$ cat src/rtl/riscv_pkg.sv
// rtl/riscv_pkg.sv - shared encodings and the forwarding-select helper for the RV32I hazard controller
package riscv_pkg;

    // EX operand source select
    localparam logic [1:0] FWD_RF  = 2'b00;
    localparam logic [1:0] FWD_WB  = 2'b01;
    localparam logic [1:0] FWD_MEM = 2'b10;

    // Hazard FSM state encoding
    localparam logic [1:0] RUN      = 2'd0;
    localparam logic [1:0] MEM_WAIT = 2'd1;
    localparam logic [1:0] ERR      = 2'd2;

    // Forwarding source for one EX operand. The memory stage holds the younger
    // result, so it wins over writeback. x0 is never forwarded.
    function automatic logic [1:0] fwd_sel(
        input logic [4:0] rs,
        input logic [4:0] rd_m,
        input logic       regwrite_m,
        input logic [4:0] rd_w,
        input logic       regwrite_w
    );
        if (regwrite_m && (rd_m != 5'd0) && (rd_m == rs))
            return FWD_MEM;
        else if (regwrite_w && (rd_w != 5'd0) && (rd_w == rs))
            return FWD_WB;
        else
            return FWD_RF;
    endfunction

endpackage

$ cat src/rtl/hazard_fwd_unit.sv
// rtl/hazard_fwd_unit.sv - combinational EX-stage forwarding selector for both ALU operands
module hazard_fwd_unit
    import riscv_pkg::*;
(
    input  logic [4:0] rs_a,
    input  logic [4:0] rs_b,
    input  logic [4:0] rd_m,
    input  logic       regwrite_m,
    input  logic [4:0] rd_w,
    input  logic       regwrite_w,
    output logic [1:0] fwd_a,
    output logic [1:0] fwd_b
);

    // Same priority rule applied to each operand's source register
    always_comb begin
        fwd_a = fwd_sel(rs_a, rd_m, regwrite_m, rd_w, regwrite_w);
        fwd_b = fwd_sel(rs_b, rd_m, regwrite_m, rd_w, regwrite_w);
    end

endmodule

$ cat src/rtl/hazard_ctrl.sv
// rtl/hazard_ctrl.sv - 5-stage pipeline hazard/stall/flush/forward controller; HAZARD_PERF_CNT_EN adds perf counters
module hazard_ctrl
    import riscv_pkg::*;
#(
    parameter int MAX_WAIT = 16,
    parameter int PERF_W   = 32
) (
    input  logic              clk,
    input  logic              rst,
    input  logic [4:0]        rs1D,
    input  logic [4:0]        rs2D,
    input  logic [4:0]        rs1E,
    input  logic [4:0]        rs2E,
    input  logic [4:0]        rdE,
    input  logic              memreadE,
    input  logic              pcsrcE,
    input  logic [4:0]        rdM,
    input  logic [4:0]        rdW,
    input  logic              regwriteM,
    input  logic              regwriteW,
    input  logic              dmem_reqM,
    input  logic              dmem_ackM,
    output logic              stallF,
    output logic              stallD,
    output logic              stallE,
    output logic              stallM,
    output logic              flushD,
    output logic              flushE,
    output logic              flushW,
    output logic [1:0]        fwdA,
    output logic [1:0]        fwdB,
    output logic              mem_err
`ifdef HAZARD_PERF_CNT_EN
    ,
    output logic [PERF_W-1:0] perf_lu,
    output logic [PERF_W-1:0] perf_mem,
    output logic [PERF_W-1:0] perf_flush
`endif
);

    localparam int CNT_W = $clog2(MAX_WAIT) + 1;
    localparam logic [CNT_W-1:0] LAST_WAIT = CNT_W'(MAX_WAIT - 1);

    // Reject configurations the wait counter and perf counters cannot represent
    if (MAX_WAIT < 2) begin : g_bad_max_wait
        $error("hazard_ctrl: MAX_WAIT must be at least 2");
    end
    if (PERF_W < 1) begin : g_bad_perf_w
        $error("hazard_ctrl: PERF_W must be at least 1");
    end

    logic [1:0]       state;
    logic [1:0]       state_nxt;
    logic [CNT_W-1:0] wait_cnt;
    logic [CNT_W-1:0] wait_cnt_nxt;
    logic             mem_busy;
    logic             load_use;
    logic             full_stall;
    logic             br_flush;
    logic             lu_stall;

    hazard_fwd_unit u_fwd (
        .rs_a       (rs1E),
        .rs_b       (rs2E),
        .rd_m       (rdM),
        .regwrite_m (regwriteM),
        .rd_w       (rdW),
        .regwrite_w (regwriteW),
        .fwd_a      (fwdA),
        .fwd_b      (fwdB)
    );

    assign mem_busy = dmem_reqM && !dmem_ackM;
    assign load_use = memreadE && (rdE != 5'd0) && ((rdE == rs1D) || (rdE == rs2D));

    // Next-state and hazard classification; a squashed decode instruction cannot
    // cause a load-use stall, so the branch flush is checked first
    always_comb begin
        state_nxt    = state;
        wait_cnt_nxt = wait_cnt;
        full_stall   = 1'b0;
        br_flush     = 1'b0;
        lu_stall     = 1'b0;
        case (state)
            RUN: begin
                if (mem_busy) begin
                    full_stall   = 1'b1;
                    state_nxt    = MEM_WAIT;
                    wait_cnt_nxt = CNT_W'(1);
                end else if (pcsrcE) begin
                    br_flush = 1'b1;
                end else if (load_use) begin
                    lu_stall = 1'b1;
                end
            end
            MEM_WAIT: begin
                if (!dmem_ackM) begin
                    full_stall = 1'b1;
                    if (wait_cnt == LAST_WAIT) begin
                        state_nxt = ERR;
                    end else begin
                        wait_cnt_nxt = wait_cnt + CNT_W'(1);
                    end
                end else begin
                    // Pipe releases this cycle; the held EX instruction is judged afresh
                    state_nxt    = RUN;
                    wait_cnt_nxt = '0;
                    if (pcsrcE) begin
                        br_flush = 1'b1;
                    end else if (load_use) begin
                        lu_stall = 1'b1;
                    end
                end
            end
            ERR: begin
                full_stall = 1'b1;
            end
            default: begin
                state_nxt    = RUN;
                wait_cnt_nxt = '0;
            end
        endcase
    end

    // State and wait counter registers
    always_ff @(posedge clk) begin
        if (rst) begin
            state    <= RUN;
            wait_cnt <= '0;
        end else begin
            state    <= state_nxt;
            wait_cnt <= wait_cnt_nxt;
        end
    end

    // Pipeline register controls derived from the classified hazard
    always_comb begin
        stallF  = full_stall || lu_stall;
        stallD  = full_stall || lu_stall;
        stallE  = full_stall;
        stallM  = full_stall;
        flushD  = br_flush;
        flushE  = br_flush || lu_stall;
        flushW  = full_stall;
        mem_err = (state == ERR);
    end

`ifdef HAZARD_PERF_CNT_EN
    // Saturating event counters for load-use stalls, memory stalls and branch flushes
    always_ff @(posedge clk) begin
        if (rst) begin
            perf_lu    <= '0;
            perf_mem   <= '0;
            perf_flush <= '0;
        end else begin
            if (lu_stall && (perf_lu != '1))
                perf_lu <= perf_lu + PERF_W'(1);
            if (full_stall && (perf_mem != '1))
                perf_mem <= perf_mem + PERF_W'(1);
            if (br_flush && (perf_flush != '1))
                perf_flush <= perf_flush + PERF_W'(1);
        end
    end
`endif

endmodule
$ cat config.mk
export PLATFORM = sky130hd
export DESIGN_NAME = hazard_ctrl
export DESIGN_NICKNAME = d
export VERILOG_FILES = /design/src/rtl/riscv_pkg.sv /design/src/rtl/hazard_fwd_unit.sv /design/src/rtl/hazard_ctrl.sv
export SDC_FILE = /design/constraint.sdc
export NUM_CORES = 1
export LEC_CHECK = 0
export ABC_AREA = 1
export CORE_ASPECT_RATIO = 0.8
export CORE_MARGIN = 3
export CORE_UTILIZATION = 30
export CTS_BUF_LIST = sky130_fd_sc_hd__clkbuf_8
export DETAILED_ROUTE_END_ITERATION = 10
export MAX_ROUTING_LAYER = met4
export PLACE_DENSITY = 0.65
export SLEW_MARGIN = 20
export SYNTH_ARGS = -nofsm -noshare
export SYNTH_HDL_FRONTEND = slang
export SYNTH_SLANG_ARGS = --single-unit
export TNS_END_PERCENT = 5
$ cat constraint.sdc
create_clock -name clk -period 1.8 [get_ports clk]
set_input_delay 0.36 -clock clk [delete_from_list [all_inputs] [get_ports clk]]
set_output_delay 0.36 -clock clk [all_outputs]
set_load 0.05 [all_outputs]
==> impl_results.md <==
* CTS tree: done
* Post-route ant nets at 0
* Setup Total Neg Slack at 0 ns
* Syn Area/Cell at 5.656 sq um
* Final setup vio count at 0
* Worst hold path type: flop to flop
* Clock slew at reported path FFs at ~0.040 ns
* I/O Pins at 55
* Most common cell after layout, fill and taps aside: nand2_1
* Clk root buf: clkbuf_8
* Max VDD drop at 0.4268 mV
* Adder-cell area share of the yosys netlist at 0.02558
* First-pass GRT wire length at around 5100 um
* Multiplexer area fraction after synthesis at 0
* Most frequent cells in the layout: 41 x nand2_1, 24 x nor2_1, 23 x inv_1, 23 x dlygate4sd2_1
* Crit path time final at 1.739 ns
* P per Cell Area at 441.4 nW/um^2
* CTS Hold Buffers Added at 0
* Ant. Diodes at 0
* Share of cells above drive strength 1 at 0.2821
* Post-route insts no fill at 272
* Cells after synthesis at 173
* Slew headroom at 0.8508
* CP required at around 1.4 ns
* DP Cell Count at 268
* Cell Rows at 17
* Initial DRT Pass Iterations at 5
* Number of synthesized register bits at 7
* Leakage at between 0.9 and 1 nW
* I/O Buffers at 54
* WS Path Type: input port to output pin
* Worst setup EP type: output pin
* Starting DRT DRC Count at 21
* Starting density of the core at 0.3333
* WL/cell at about 11 um
* Largest family of logic cells by synthesized area: simple AND/OR/NAND/NOR gates
* Unique masters post-synth at 21
* Die Y-Extent at 57.08 um
* Unrepaired setup endpoints after global routing: no
* Syn Nets at 218
* R2r worst-path depth at 9
* Placeable core region at 2935 sq um
* Max Fanout on Critical Path at 2
* Skew-Pair Late Insertion Delay at approximately 0.23 ns
* Fin. Hold Viols at 0
* Routability cong. at between 0.8 and 0.9
* Tot GR Track Use at 0.1598
* Syn. warnings at 0
* Post-synthesis simple-gate area fraction at 0.4578
* Via count at 1216
* Worst Hold Depth at 2
* Worst clock skew at a little under 0.004 ns
* Antenna violations before repair at 0
* Clock sink count at 7
* Post-DR vias/cell at approximately 4.5
* Post-CTS Setup Inserts at 0
* Drt total wl at 3049 um
* Vias in the first global route at 1182
* Fmax at between 500 and 600 MHz
* Min Hold Slack at 0.4908 ns
* Clock buffer count from CTS at 3
* Slew Viols, Final at 0
* Sequential fraction of the synthesis area at 0.1432
* Status: complete, no violations
* Die area at 3987 sq um
* GR Overflow Total at 0
* Total power at 0.7815 mW
* DPL Wire Length at 2707 um
* DRC at 0
* Layout Nets at 280
* Chip Width at 69.85 um
* Mapped Area at ~980 sq um
* Max-capacitance violation count at 0
* Xor/xnor cell area share of the yosys netlist at 0.1969
* Longest Clk Path Bufs at 2
* Area delta synth->final at 80.95%
* Crit start category: input port
* Least-Margin Pin Slew at roughly 0.22 ns
* Data arrival time of the critical path at 1.38 ns
* Final Cycle Share at 0.9663
* Largest net degree at the start of global routing at 7
* Compound-cell area share of the yosys netlist at 0.03964
* H-tree lvl count at 1
* Fin util at 0.6032
layer usage:
layer	share of wire	global-route usage
met5	0	-
met4	0.0089	0.02459
met3	0.057	0.03697
met2	0.50	0.2826
met1	0.44	0.1893
area by class of cell:
type / instances / area, sq um
repair buffers: 60 / 631.9
clock buffers: 3 / 41.29
multi-input cells: 134 / 793.3
clock inverters: 1 / 5.005
flip-flops and latches: 7 / 140.1
well taps: 38 / 47.55
inverters: 29 / 111.4
fillers: 286 / 1165
worst max-delay path, stage by stage:
cell	delay [ns]
clkdlybuf4s50_1	0.42
inv_1	0.06
nand4_1	0.09
nor2_1	0.13
nand2_2	0.09
nand2_4	0.09
buf_12	0.13
power breakdown:
group / total [mW] / switching [mW] / internal (mW)
combinational: 0.393 / 0.203 / 0.189
sequential: 0.170 / 0.00695 / 0.163
clock: 0.219 / 0.0690 / 0.150
state kept, by name (all words and copies together), names as in the netlist:
register / count
state: 2
wait_cnt: 5
metrics by stage:
stage | cell area (sq um) | setup slack (ns)
final | 1770 | 0.06074
after global routing | 1770 | 0.001097
after detailed placement | 1742 | -0.2747
after floorplan | 1011 | -0.03105
after CTS | 1778 | -0.004933
after global placement | 1742 | -0.2179
worst paths after layout:
path,from,end,slack (ns)
setup / recovery,pcsrcE,stallD,0.06
hold / removal,wait_cnt[4]$_SDFFE_PP0P_,wait_cnt[4]$_SDFFE_PP0P_,0.49
setup reg to reg,wait_cnt[0]$_SDFFE_PP0P_,wait_cnt[0]$_SDFFE_PP0P_,0.23
hold reg to reg,wait_cnt[4]$_SDFFE_PP0P_,wait_cnt[4]$_SDFFE_PP0P_,0.49
repair_timing:
action	CTS	global route
endpoints found under the hold margin	0	0
setup endpoints to repair	11	7
pin swaps	19	19
gates cloned	0	0
gates resized for setup	49	28
logic make-up after synthesis:
group           count (synthesis)
simple gates                  103
flops                           7
xor+xnor                       22
compound gates                  7
fa+ha+maj                       2
buf+inv                        32
Yosys cell counts:
cell,count,area share
buf_4,3,0.023
nor2_2,5,0.032
ha_1,2,0.026
a21oi_2,1,0.0090
dfxtp_1,7,0.14
nand3_1,13,0.066
o21ai_1,2,0.010
nor2_1,27,0.10
inv_2,5,0.019
nand3b_1,1,0.0077
nand2_1,45,0.17
a21oi_1,2,0.010
nand2_2,3,0.019
o21ai_0,2,0.010
xnor2_1,16,0.14
inv_1,23,0.088
nand2_4,1,0.012
inv_4,1,0.0064
xor2_1,6,0.054
nor3_1,5,0.026
nand4_1,3,0.019
Power figures use the tool's default switching activity.
